`config.mk`:
```
export PLATFORM = sky130hd
export DESIGN_NAME = mem_initiator
export DESIGN_NICKNAME = d
export VERILOG_FILES = /design/src/rtl/mem_initiator.sv
export SDC_FILE = /design/constraint.sdc
export NUM_CORES = 2
export LEC_CHECK = 0
export CAP_MARGIN = 20
export CORE_MARGIN = 2
export CORE_UTILIZATION = 35
export DETAILED_ROUTE_END_ITERATION = 8
export HOLD_SLACK_MARGIN = 0.12
export PLACE_DENSITY_LB_ADDON = 0.05
export SLEW_MARGIN = 30
export SYNTH_ARGS = -nofsm -noshare
export SYNTH_HDL_FRONTEND = slang
export SYNTH_SLANG_ARGS = --single-unit
```
`constraint.sdc`:
```
create_clock -name clk -period 8.4 [get_ports clk]
set_input_delay 1.68 -clock clk [delete_from_list [all_inputs] [get_ports clk]]
set_output_delay 1.68 -clock clk [all_outputs]
set_load 0.02 [all_outputs]
```
`src/rtl/mem_initiator.sv`:
```
// mem_initiator: batches local register commands into one UDP request payload
// (8-octet header of seq and id, then 8-octet ctrl/addr/data records, MSB first),
// hands it to the Ethernet client tx mux, then parses the reply and returns
// read data.
// Optional build macro MEM_INITIATOR_TIMEOUT_EN enables the reply timeout
// counter and the timeout pulse; without it the block waits for a reply forever.
module mem_initiator #(
   parameter int          cmd_aw    = 5,
   parameter int          jumbo_dw  = 14,
   parameter int          timeout_w = 20,
   parameter logic [31:0] id        = 32'h0
) (
   input  logic                clk,
   input  logic                rst_n,
   input  logic                cmd_valid,
   output logic                cmd_ready,
   input  logic                cmd_rd,
   input  logic [23:0]         cmd_addr,
   input  logic [31:0]         cmd_data,
   input  logic                cmd_last,
   output logic                tx_req,
   input  logic                tx_ack,
   input  logic                tx_strobe,
   output logic [jumbo_dw-1:0] tx_len,
   output logic [7:0]          packet_out,
   input  logic                rx_ready,
   input  logic                rx_strobe,
   input  logic [7:0]          packet_in,
   output logic                rsp_valid,
   output logic [23:0]         rsp_addr,
   output logic [31:0]         rsp_data,
   output logic                done,
   output logic                timeout,
   output logic                seq_mismatch,
   output logic                busy
);

   localparam int DEPTH = 2**cmd_aw;
   // octet counters must hold 8 + 8*DEPTH
   localparam int OW = cmd_aw + 4;
   localparam logic [cmd_aw:0] N_FULL = (cmd_aw+1)'(DEPTH);

   typedef enum logic [2:0] {
      S_IDLE = 3'd0,
      S_REQ  = 3'd1,
      S_SEND = 3'd2,
      S_WAIT = 3'd3,
      S_RECV = 3'd4
   } state_t;

   state_t r_state;
   state_t w_state_next;

   // command buffer
   logic        r_mem_rd   [DEPTH];
   logic [23:0] r_mem_addr [DEPTH];
   logic [31:0] r_mem_data [DEPTH];

   logic [cmd_aw:0]      r_n;
   logic [31:0]          r_seq;
   logic [jumbo_dw-1:0]  r_tx_len;
   logic [OW-1:0]        r_oct;
   logic [OW-1:0]        r_rx_cnt;
   logic                 r_rx_rd;
   logic [23:0]          r_rx_addr;
   logic [23:0]          r_rx_data;
   logic                 r_rsp_valid;
   logic [23:0]          r_rsp_addr;
   logic [31:0]          r_rsp_data;
   logic                 r_done;
   logic                 r_seq_mismatch;

   logic [cmd_aw:0]      w_n_inc;
   logic                 w_full;
   logic [OW-1:0]        w_total;
   logic [OW-1:0]        w_total_m1;
   logic [OW-1:0]        w_total_acc;
   logic                 w_accept;
   logic                 w_go;
   logic                 w_tx_last;
   logic                 w_rx_restart;
   logic                 w_rx_take;
   logic                 w_rx_hdr_bad;
   logic                 w_rx_end;
   logic                 w_to_hit;
   logic [cmd_aw-1:0]    w_tx_rec;
   logic [7:0]           w_tx_byte;

   // big-endian byte pick: idx 0 is the most significant octet
   function automatic logic [7:0] byte_sel(input logic [31:0] word, input logic [1:0] idx);
      logic [7:0] b;
      case (idx)
         2'd0:    b = word[31:24];
         2'd1:    b = word[23:16];
         2'd2:    b = word[15:8];
         default: b = word[7:0];
      endcase
      return b;
   endfunction

   assign w_n_inc     = r_n + (cmd_aw+1)'(1);
   assign w_full      = (w_n_inc == N_FULL);
   assign w_total     = {r_n, 3'b000} + OW'(8);
   assign w_total_m1  = w_total - OW'(1);
   assign w_total_acc = {w_n_inc, 3'b000} + OW'(8);

   // state register
   always_ff @(posedge clk or negedge rst_n) begin
      if (!rst_n) r_state <= S_IDLE;
      else        r_state <= w_state_next;
   end

   // next-state decode and per-state qualifiers for the datapath
   always_comb begin
      w_state_next = r_state;
      w_accept     = 1'b0;
      w_go         = 1'b0;
      w_tx_last    = 1'b0;
      w_rx_restart = 1'b0;
      w_rx_take    = 1'b0;
      w_rx_hdr_bad = 1'b0;
      w_rx_end     = 1'b0;
      case (r_state)
         S_IDLE: begin
            w_accept = cmd_valid;
            w_go     = cmd_valid && (cmd_last || w_full);
            if (w_go) w_state_next = S_REQ;
         end
         S_REQ: begin
            if (tx_ack) w_state_next = S_SEND;
         end
         S_SEND: begin
            w_tx_last = tx_strobe && (r_oct == w_total_m1);
            if (w_tx_last) w_state_next = S_WAIT;
         end
         S_WAIT: begin
            if (w_to_hit) begin
               w_state_next = S_IDLE;
            end else if (rx_ready) begin
               w_rx_restart = 1'b1;
               w_state_next = S_RECV;
            end
         end
         S_RECV: begin
            if (w_to_hit) begin
               w_state_next = S_IDLE;
            end else if (rx_ready) begin
               w_rx_restart = 1'b1;
            end else if (rx_strobe) begin
               w_rx_take = 1'b1;
               if ((r_rx_cnt[OW-1:2] == '0) && (packet_in != byte_sel(r_seq, r_rx_cnt[1:0]))) begin
                  w_rx_hdr_bad = 1'b1;
                  w_state_next = S_WAIT;
               end else if (r_rx_cnt == w_total_m1) begin
                  w_rx_end     = 1'b1;
                  w_state_next = S_IDLE;
               end
            end
         end
         default: w_state_next = S_IDLE;
      endcase
   end

   // command buffer write, one record per accepted command
   always_ff @(posedge clk) begin
      if (w_accept) begin
         r_mem_rd[r_n[cmd_aw-1:0]]   <= cmd_rd;
         r_mem_addr[r_n[cmd_aw-1:0]] <= cmd_addr;
         r_mem_data[r_n[cmd_aw-1:0]] <= cmd_data;
      end
   end

   // first-word-fall-through tx octet: header, then the current record
   always_comb begin
      w_tx_rec  = cmd_aw'(r_oct[OW-1:3] - (OW-3)'(1));
      w_tx_byte = 8'h00;
      if (r_state == S_SEND) begin
         if (r_oct[OW-1:3] == '0) begin
            w_tx_byte = r_oct[2] ? byte_sel(id, r_oct[1:0]) : byte_sel(r_seq, r_oct[1:0]);
         end else begin
            case (r_oct[2:0])
               3'd0:             w_tx_byte = {3'b000, r_mem_rd[w_tx_rec], 4'b0000};
               3'd1, 3'd2, 3'd3: w_tx_byte = byte_sel({8'h00, r_mem_addr[w_tx_rec]}, r_oct[1:0]);
               default:          w_tx_byte = r_mem_rd[w_tx_rec] ? 8'h00
                                             : byte_sel(r_mem_data[w_tx_rec], r_oct[1:0]);
            endcase
         end
      end
   end

   // batch bookkeeping, tx/rx octet counters, reply parsing and status pulses
   always_ff @(posedge clk or negedge rst_n) begin
      if (!rst_n) begin
         r_n            <= '0;
         r_seq          <= '0;
         r_tx_len       <= '0;
         r_oct          <= '0;
         r_rx_cnt       <= '0;
         r_rx_rd        <= 1'b0;
         r_rx_addr      <= '0;
         r_rx_data      <= '0;
         r_rsp_valid    <= 1'b0;
         r_rsp_addr     <= '0;
         r_rsp_data     <= '0;
         r_done         <= 1'b0;
         r_seq_mismatch <= 1'b0;
      end else begin
         r_done         <= 1'b0;
         r_rsp_valid    <= 1'b0;
         r_seq_mismatch <= 1'b0;
         if (w_accept) r_n <= w_n_inc;
         if (w_go) begin
            r_tx_len <= jumbo_dw'(w_total_acc);
            r_oct    <= '0;
         end
         if ((r_state == S_SEND) && tx_strobe) r_oct <= r_oct + OW'(1);
         if (w_rx_restart) r_rx_cnt <= '0;
         if (w_rx_take) begin
            r_rx_cnt <= r_rx_cnt + OW'(1);
            // header octets 4..7 (id) carry nothing we need
            if (r_rx_cnt[OW-1:3] != '0) begin
               case (r_rx_cnt[2:0])
                  3'd0:             r_rx_rd   <= packet_in[4];
                  3'd1, 3'd2, 3'd3: r_rx_addr <= {r_rx_addr[15:0], packet_in};
                  3'd4, 3'd5, 3'd6: r_rx_data <= {r_rx_data[15:0], packet_in};
                  default: begin
                     if (r_rx_rd) begin
                        r_rsp_valid <= 1'b1;
                        r_rsp_addr  <= r_rx_addr;
                        r_rsp_data  <= {r_rx_data, packet_in};
                     end
                  end
               endcase
            end
         end
         if (w_rx_hdr_bad) r_seq_mismatch <= 1'b1;
         // a finished or abandoned exchange consumes one sequence number and the batch
         if (w_rx_end || w_to_hit) begin
            r_seq <= r_seq + 32'd1;
            r_n   <= '0;
         end
         if (w_rx_end) r_done <= 1'b1;
      end
   end

`ifdef MEM_INITIATOR_TIMEOUT_EN
   localparam logic [timeout_w-1:0] TO_PRE = ~timeout_w'(1);

   logic [timeout_w-1:0] r_to_cnt;
   logic                 r_timeout;

   // reply timer: runs only while waiting for or parsing a reply
   always_ff @(posedge clk or negedge rst_n) begin
      if (!rst_n) begin
         r_to_cnt  <= '0;
         r_timeout <= 1'b0;
      end else begin
         r_timeout <= w_to_hit;
         if ((r_state == S_WAIT) || (r_state == S_RECV)) r_to_cnt <= r_to_cnt + timeout_w'(1);
         else                                            r_to_cnt <= '0;
      end
   end

   // fires on the edge where the counter reaches all-ones
   assign w_to_hit = ((r_state == S_WAIT) || (r_state == S_RECV)) && (r_to_cnt == TO_PRE);
   assign timeout  = r_timeout;
`else
   assign w_to_hit = 1'b0;
   assign timeout  = 1'b0;
`endif

   assign cmd_ready    = (r_state == S_IDLE);
   assign busy         = (r_state != S_IDLE);
   assign tx_req       = (r_state == S_REQ);
   assign tx_len       = r_tx_len;
   assign packet_out   = w_tx_byte;
   assign rsp_valid    = r_rsp_valid;
   assign rsp_addr     = r_rsp_addr;
   assign rsp_data     = r_rsp_data;
   assign done         = r_done;
   assign seq_mismatch = r_seq_mismatch;

endmodule

```
# Word-level counts from Yosys, hierarchy flattened
# Memory sizes are Yosys's and may differ from the RTL's.
# Index checks and enable logic that the tools add are counted.
# totals
ff_bits	176
latchBits	0
mem_bits_rw	1824
mem_bits_ro	0
inputBits	73
out_inout_bits	85
word_cells	132
mem_count	3
# op_classes
n_addsub	8
n_mul	0
div	0
magnitude_cmp	0
n_eq_ne	28
shifts	0
mux	51
bitwise	1
n_reduce_logical	27
# mem_list
memory	depth	word_bits	read_ports	rd_clocked_by_memory_dff	write_ports	line_no	rtl
r_mem_data	32	32	1	0	1	57	logic [31:0] r_mem_data [DEPTH];
r_mem_addr	32	24	1	0	1	56	logic [23:0] r_mem_addr [DEPTH];
r_mem_rd	32	1	1	0	1	55	logic r_mem_rd [DEPTH];
# ops
operator	count
$pmux W8 S3	4
$mux W8	7
$mux W9	4
$add A32 B1 Y32 const B	1
$mux W1	24
$mux W3	8
$add A9 B1 Y9 const B	2
$add A9 B4 Y9 const B	2
$eq A3 B2 Y1 const B	6
$eq A9 B9 Y1	2
$pmux W8 S2	1
$pmux W3 S5	1
$eq A3 B3 Y1 const B	4
$mux W6	2
$eq A3 B1 Y1 const B	3
$logic_not A3 Y1	3
$reduce_and A3 Y1	3
$reduce_or A3 Y1	3
$sub A9 B1 Y9 const B	1
$ne A2 B2 Y1 const B	4
$ne A8 B8 Y1	1
$logic_not A7 Y1	1
$reduce_and A7 Y1	1
$reduce_or A7 Y1	1
17 further kinds	26

# Logic depth before layout (Yosys ltp)
# logic_depth
word_depth	12
depth_mapped	21
depth_no_buf	9

# Worst setup path after synthesis
# No wires, ideal clock.
# synth_path
path_kind	input-to-reg
start	input port cmd_valid
end	memory r_mem_addr[27][0], enable pin
setup_ps	542
arrival_time_ps	6277
t_required_ps	7858
setup_slack_ps	1581
cell_stages	4
path_buffers	1
path_cell_list	and2_1 > clkbuf_1 > nand2_1 > nor3_1
# synth_between
elab_chain_cells	3
# synth_rtl
item	line_no	rtl
start, declared	15	input logic cmd_valid,
$mux W1	123	case (r_state)
$mux W1	166	if (w_accept) begin
$mux W1 (implied by the code)	168	r_mem_addr[r_n[cmd_aw-1:0]] <= cmd_addr;
end, declared	56	
# Every way passes these cells.

# Worst setup path in the final report
# layout_path
start	register r_oct[3]
end	output port packet_out[3]
# layout_between
elab_chain_cells	7
elab_cells_between_ends	11
cone_classes	1 x add/sub; 6 x mux; 1 x reduce/logical; 3 x memory
# layout_rtl
item	line_no	rtl
start, declared	62	logic [OW-1:0] r_oct;
start signal, assigned	216	if ((r_state == S_SEND) && tx_strobe) r_oct <= r_oct + OW'(1);
$sub A5 B1 Y5	175	w_tx_rec = cmd_aw'(r_oct[OW-1:3] - (OW-3)'(1));
$mem_v2 Z32 W32	n/a	
$pmux W8 S3	92	case (idx)
$mux W8	184	default: w_tx_byte = r_mem_rd[w_tx_rec] ? 8'h00
$pmux W8 S2	181	case (r_oct[2:0])
$mux W8 (*)	178	if (r_oct[OW-1:3] == '0) begin
$mux W8 (*)	177	if (r_state == S_SEND) begin
end, declared	25	output logic [7:0] packet_out,
# Mark *: on every way between the ends. The rest lies on a longest branch, timed or not.

==> results.txt <==
* Main area contributors after synthesis: edfxtp_1 (70%), mux4_2 (14%), dfrtp_1 (5.5%), mux2_2 (1.6%), nand2_1 (1.2%)
* Mapped Cells: 3673
- The analysis attributes to cell leakage a power of 0.0288 uW.
- Logic depth of the worst register-to-register path: 5
* CP endpoint kind: primary output
- The library cells used most frequently in the layout, excluding fill and tap cells, are edfxtp_1 (1824), mux4_2 (500), nand2_1 (240), clkbuf_16 (221), dfrtp_1 (172).
* Worst path cell trace: inv_1, ha_1, xor2_4, mux4_2, mux2i_1, o22ai_1, nor2_1, nand4_1, o211ai_1, clkdlybuf4s50_1
- Final cell area excluding filler cells: 90400 sq um
* Number of max-slew violations in the final report: 0
- The worst hold path terminates at tx_len[6].
- Buffers inserted during clock tree synthesis total 218.
- Floorplan die height: 476 microns
* RSZ-0062 raised after global routing: false
- Across the VDD grid, the largest voltage drop is 0.000225 V.
- Largest net degree at the start of global routing: 81
- The largest individual stage delay along the critical path comes from the cell dfrtp_4.
- For this design the ratio of total power to cell area is 254 nW/um^2.
* Remaining antenna violation count: 0
- After synthesis the netlist holds a flip-flop and latch count of 1997.
- Measured along the x axis, the die boundary spans 476 microns.
* Worst setup startpoint: r_oct[3]
* Number of global-route vias before repair: 39700
- Setup violations remaining at the end of the flow were counted as 0.
- Die outline area: 227000 sq um
* Number of enable-type register cells in the synthesized netlist: 1824
* Part of the Yosys area used for sequential elements: 75.7%
* Wire length of the first global-routing pass: 329 mm
- The worst hold path begins at tx_len[6].
- The region available for standard cell placement spans 222000 sq um.
- Count of input and output buffers: 148
- Clock network latency to the later pin of the worst-skew pair: 0.87 ns
- The largest total area in the synthesized netlist belongs to edfxtp_1.
- Delay of the slowest critical-path stage: 0.81 ns
- Relative slew slack: 15.6%
* Worst endpoint data arrival time: 6.34 ns
* Required time at the worst-slack endpoint: 6.72 ns
- Final critical path time including I/O delays and setup: 8.02 ns
- Clk slew on worst S/H paths: 0.06 ns
- The run finished with clean final reports.
- The layout has 19600 filler cells.
* Clock tree from TritonCTS: built
- Of the total synthesized cell area, the portion taken by XOR and XNOR cells is 0.750%.
- In this run the critical register-to-register path is captured at r_mem_data[13][1].
- Final number of hold-violating endpoints: 0
- Timing would allow up to 125 MHz.
* Summed instance area of the synthesized netlist: 78000 sq um
- Of the available clock period, the critical path in the final layout requires 95.5%.
* Final #Nets: 4059
* Total wire length after detailed routing: 235 mm
* Detailed placer's ending HPWL: 123 mm
- Routability-driven placement finished with a final weighted congestion of 0.759.
- Number of vias per cell: 5.41
* Starting DRT DRC Count: 3515
* Row count: 173
* Most common cell after layout, fill and taps aside: edfxtp_1
- The clock passes through at most 3 buffers.
- Post_cts resized: 0
- Number of H-tree levels: 4
- Storage element area: 59100 sq um
* Synth Warn #: 0
* Worst clock skew: 0.0391 ns
- Multiplexer area fraction after synthesis: 16.8%
- The tree built by TritonCTS fans out to 1997 sinks.
* Vias: 38500
- Max Cap Viol: 0
* Synth Area in Compound Gates: 1.77%
- Post-Synth Adder-Cell Area: 0.321%
* Async S/R FF share, synth: 8.66%
* Crit path setup slack, layout: 0.376 ns
- After synthesis, the largest area contributor takes up 70.2% of total cell area.
- For this design the top-level I/O count stands at 158.
- Initial antenna violation count: 21
* Worst hold path cell count: 2
* Minimum setup slack after placement: 0.893 ns
- In the final routed layout, each cell accounts on average for 33.0 microns.
* FF-to-FF Start: r_state[2]
- TritonRoute pass-1 iters: 9
- The placed instances occupy a cell area of 83700 sq um.
- Of the cells placed in the final design, the portion with a size suffix greater than 1 is 27.5%.
* Synthesis-to-layout area growth: 15.8%
- Most frequently used flop master after synthesis: edfxtp_1
* Starting utilization of the core area: 35.2%
- Setup total negative slack on the finished layout was measured at 0 ns.
- The path class of the tightest hold or removal check is reg2reg.
- Mean instance size in the synthesized netlist: 21.2 sq um
- Yosys mapped the design onto 72 distinct sky130hd cell types.
- Main combinational cell family by area after synthesis: multiplexers
- CP Class: reg2out
* Clock Root Buffer: clkbuf_16
- Multi-input gate area in the final layout: 18100 sq um
- In this run the worst path has a maximum fanout of 26.
- Worst-margin pin slew: 1.27 ns
* Number of DRC violations after detailed routing: 0
- Cts hold-fix bufs: 0
* Total routing usage reported by global routing: 20.7%
* Crit path launch type: flop
* Post-route total power: 22900 uW
- Overflow left after global routing: 0
- Share of synthesized cell area in and, or, nand and nor gates: 3.05%
- Across all register-to-register paths, the minimum setup slack is 4.12 ns.
[sequential cells by signal, indices dropped and copies added (netlist names), 6 cells and up]
name,flops
r_mem_rd,32
rsp_data,32
r_n,6
rsp_addr,24
r_mem_data,1024
r_mem_addr,768
r_oct,9
r_seq,32
r_rx_addr,24
r_rx_data,24
tx_len,6
r_rx_cnt,9
[worst max path at each step]
stage          slack, ns                 to  cells after the start
2_1_floorplan       1.58  r_mem_addr[27][0]                      4
3_5_place_dp        0.89      packet_out[4]                     11
3_3_place_gp        1.04      packet_out[2]                     10
6_report            0.38      packet_out[3]                     10
5_1_grt             0.12      packet_out[3]                     10
4_1_cts             0.12      packet_out[4]                     11
[cell usage after synthesis (6+ instances only)]
library cell  count
nor2_1           73
mux2i_1          48
a31oi_1          14
o311ai_0          6
mux4_1            6
buf_4            42
ha_1             20
clkbuf_1         84
and2_1            6
buf_2            59
xnor2_1          43
buf_1            10
o211ai_1          9
a22oi_1           7
a32oi_1          15
nand3_1          64
nand2_1         240
nor3_1           13
and3_1           37
dfrtp_1         173
a211oi_1         18
mux2_2          108
nand4_1          35
a222oi_1         16
buf_6            11
o21ai_0          39
a32o_1            6
xor2_1           22
edfxtp_1       1824
a21boi_0          8
inv_1            29
a21oi_1           7
a2111oi_0         8
a41oi_1           7
mux4_2          500
[report_power, final]
| part | internal [uW] | total (uW) | switching [uW] |
|---|---|---|---|
| logic | 873 | 2510 | 1640 |
| clock network | 5160 | 9110 | 3950 |
| registers | 11200 | 11300 | 153 |
[layer usage]
| metal | vias up | track usage, % | wire length [microns] | part of all wire, % |
|---|---|---|---|---|
| li1 | 15800 | - | - | - |
| met1 | 21300 | 29.6 | 106000 | 45 |
| met2 | 1079 | 33.3 | 113000 | 48 |
| met3 | 285 | 3.28 | 11300 | 4.8 |
| met4 | 4 | 4.55 | 4280 | 1.8 |
| met5 | - | 0 | 21 | 0.0089 |
[worst max-delay path: cells and delay by family, from the launching register on]
family | cells | cell delay [ns]
xor+xnor | 1 | 0.56
flops | 1 | 0.81
mux | 2 | 0.84
fa+ha+maj | 1 | 0.42
buf+inv | 2 | 1.04
simple gates | 2 | 0.87
compound gates | 2 | 0.91
[area by class of cell]
cell class,instances,area share (%)
Inverter,29,0.120
Tap cell,2975,4.12
Multi-Input combinational cell,1448,20.0
Timing Repair Buffer,272,2.89
Clock inverter,103,0.938
Sequential cell,1997,65.4
Antenna cell,5,0.0138
Clock buffer,296,6.51
[metrics by stage]
stage,utilization [%],std cells,hold WS (ns)
floorplan,-,3681,0.468
global placement,37.8,6713,0.470
detailed placement,37.7,6716,0.472
CTS,40.8,7121,0.491
global route,40.7,7122,0.516
finish,40.7,7125,0.486
[cell families (layout without fill, tap and decap cells)]
family / Yosys count / after routing
other cells: 1 / 14
compound gates: 184 / 184
buf+inv: 236 / 700
fa+ha+maj: 20 / 20
flops: 1997 / 1997
simple gates: 507 / 507
xor+xnor: 66 / 66
mux: 662 / 662
[what timing repair did]
action / in CTS / in global routing
pin swaps: 0 / 0
setup buffers: 6 / 0
endpoints found under the hold margin: 0 / 0
endpoints found under the setup margin: 1 / 1
No activity file was read; power rests on OpenSTA's default activity.
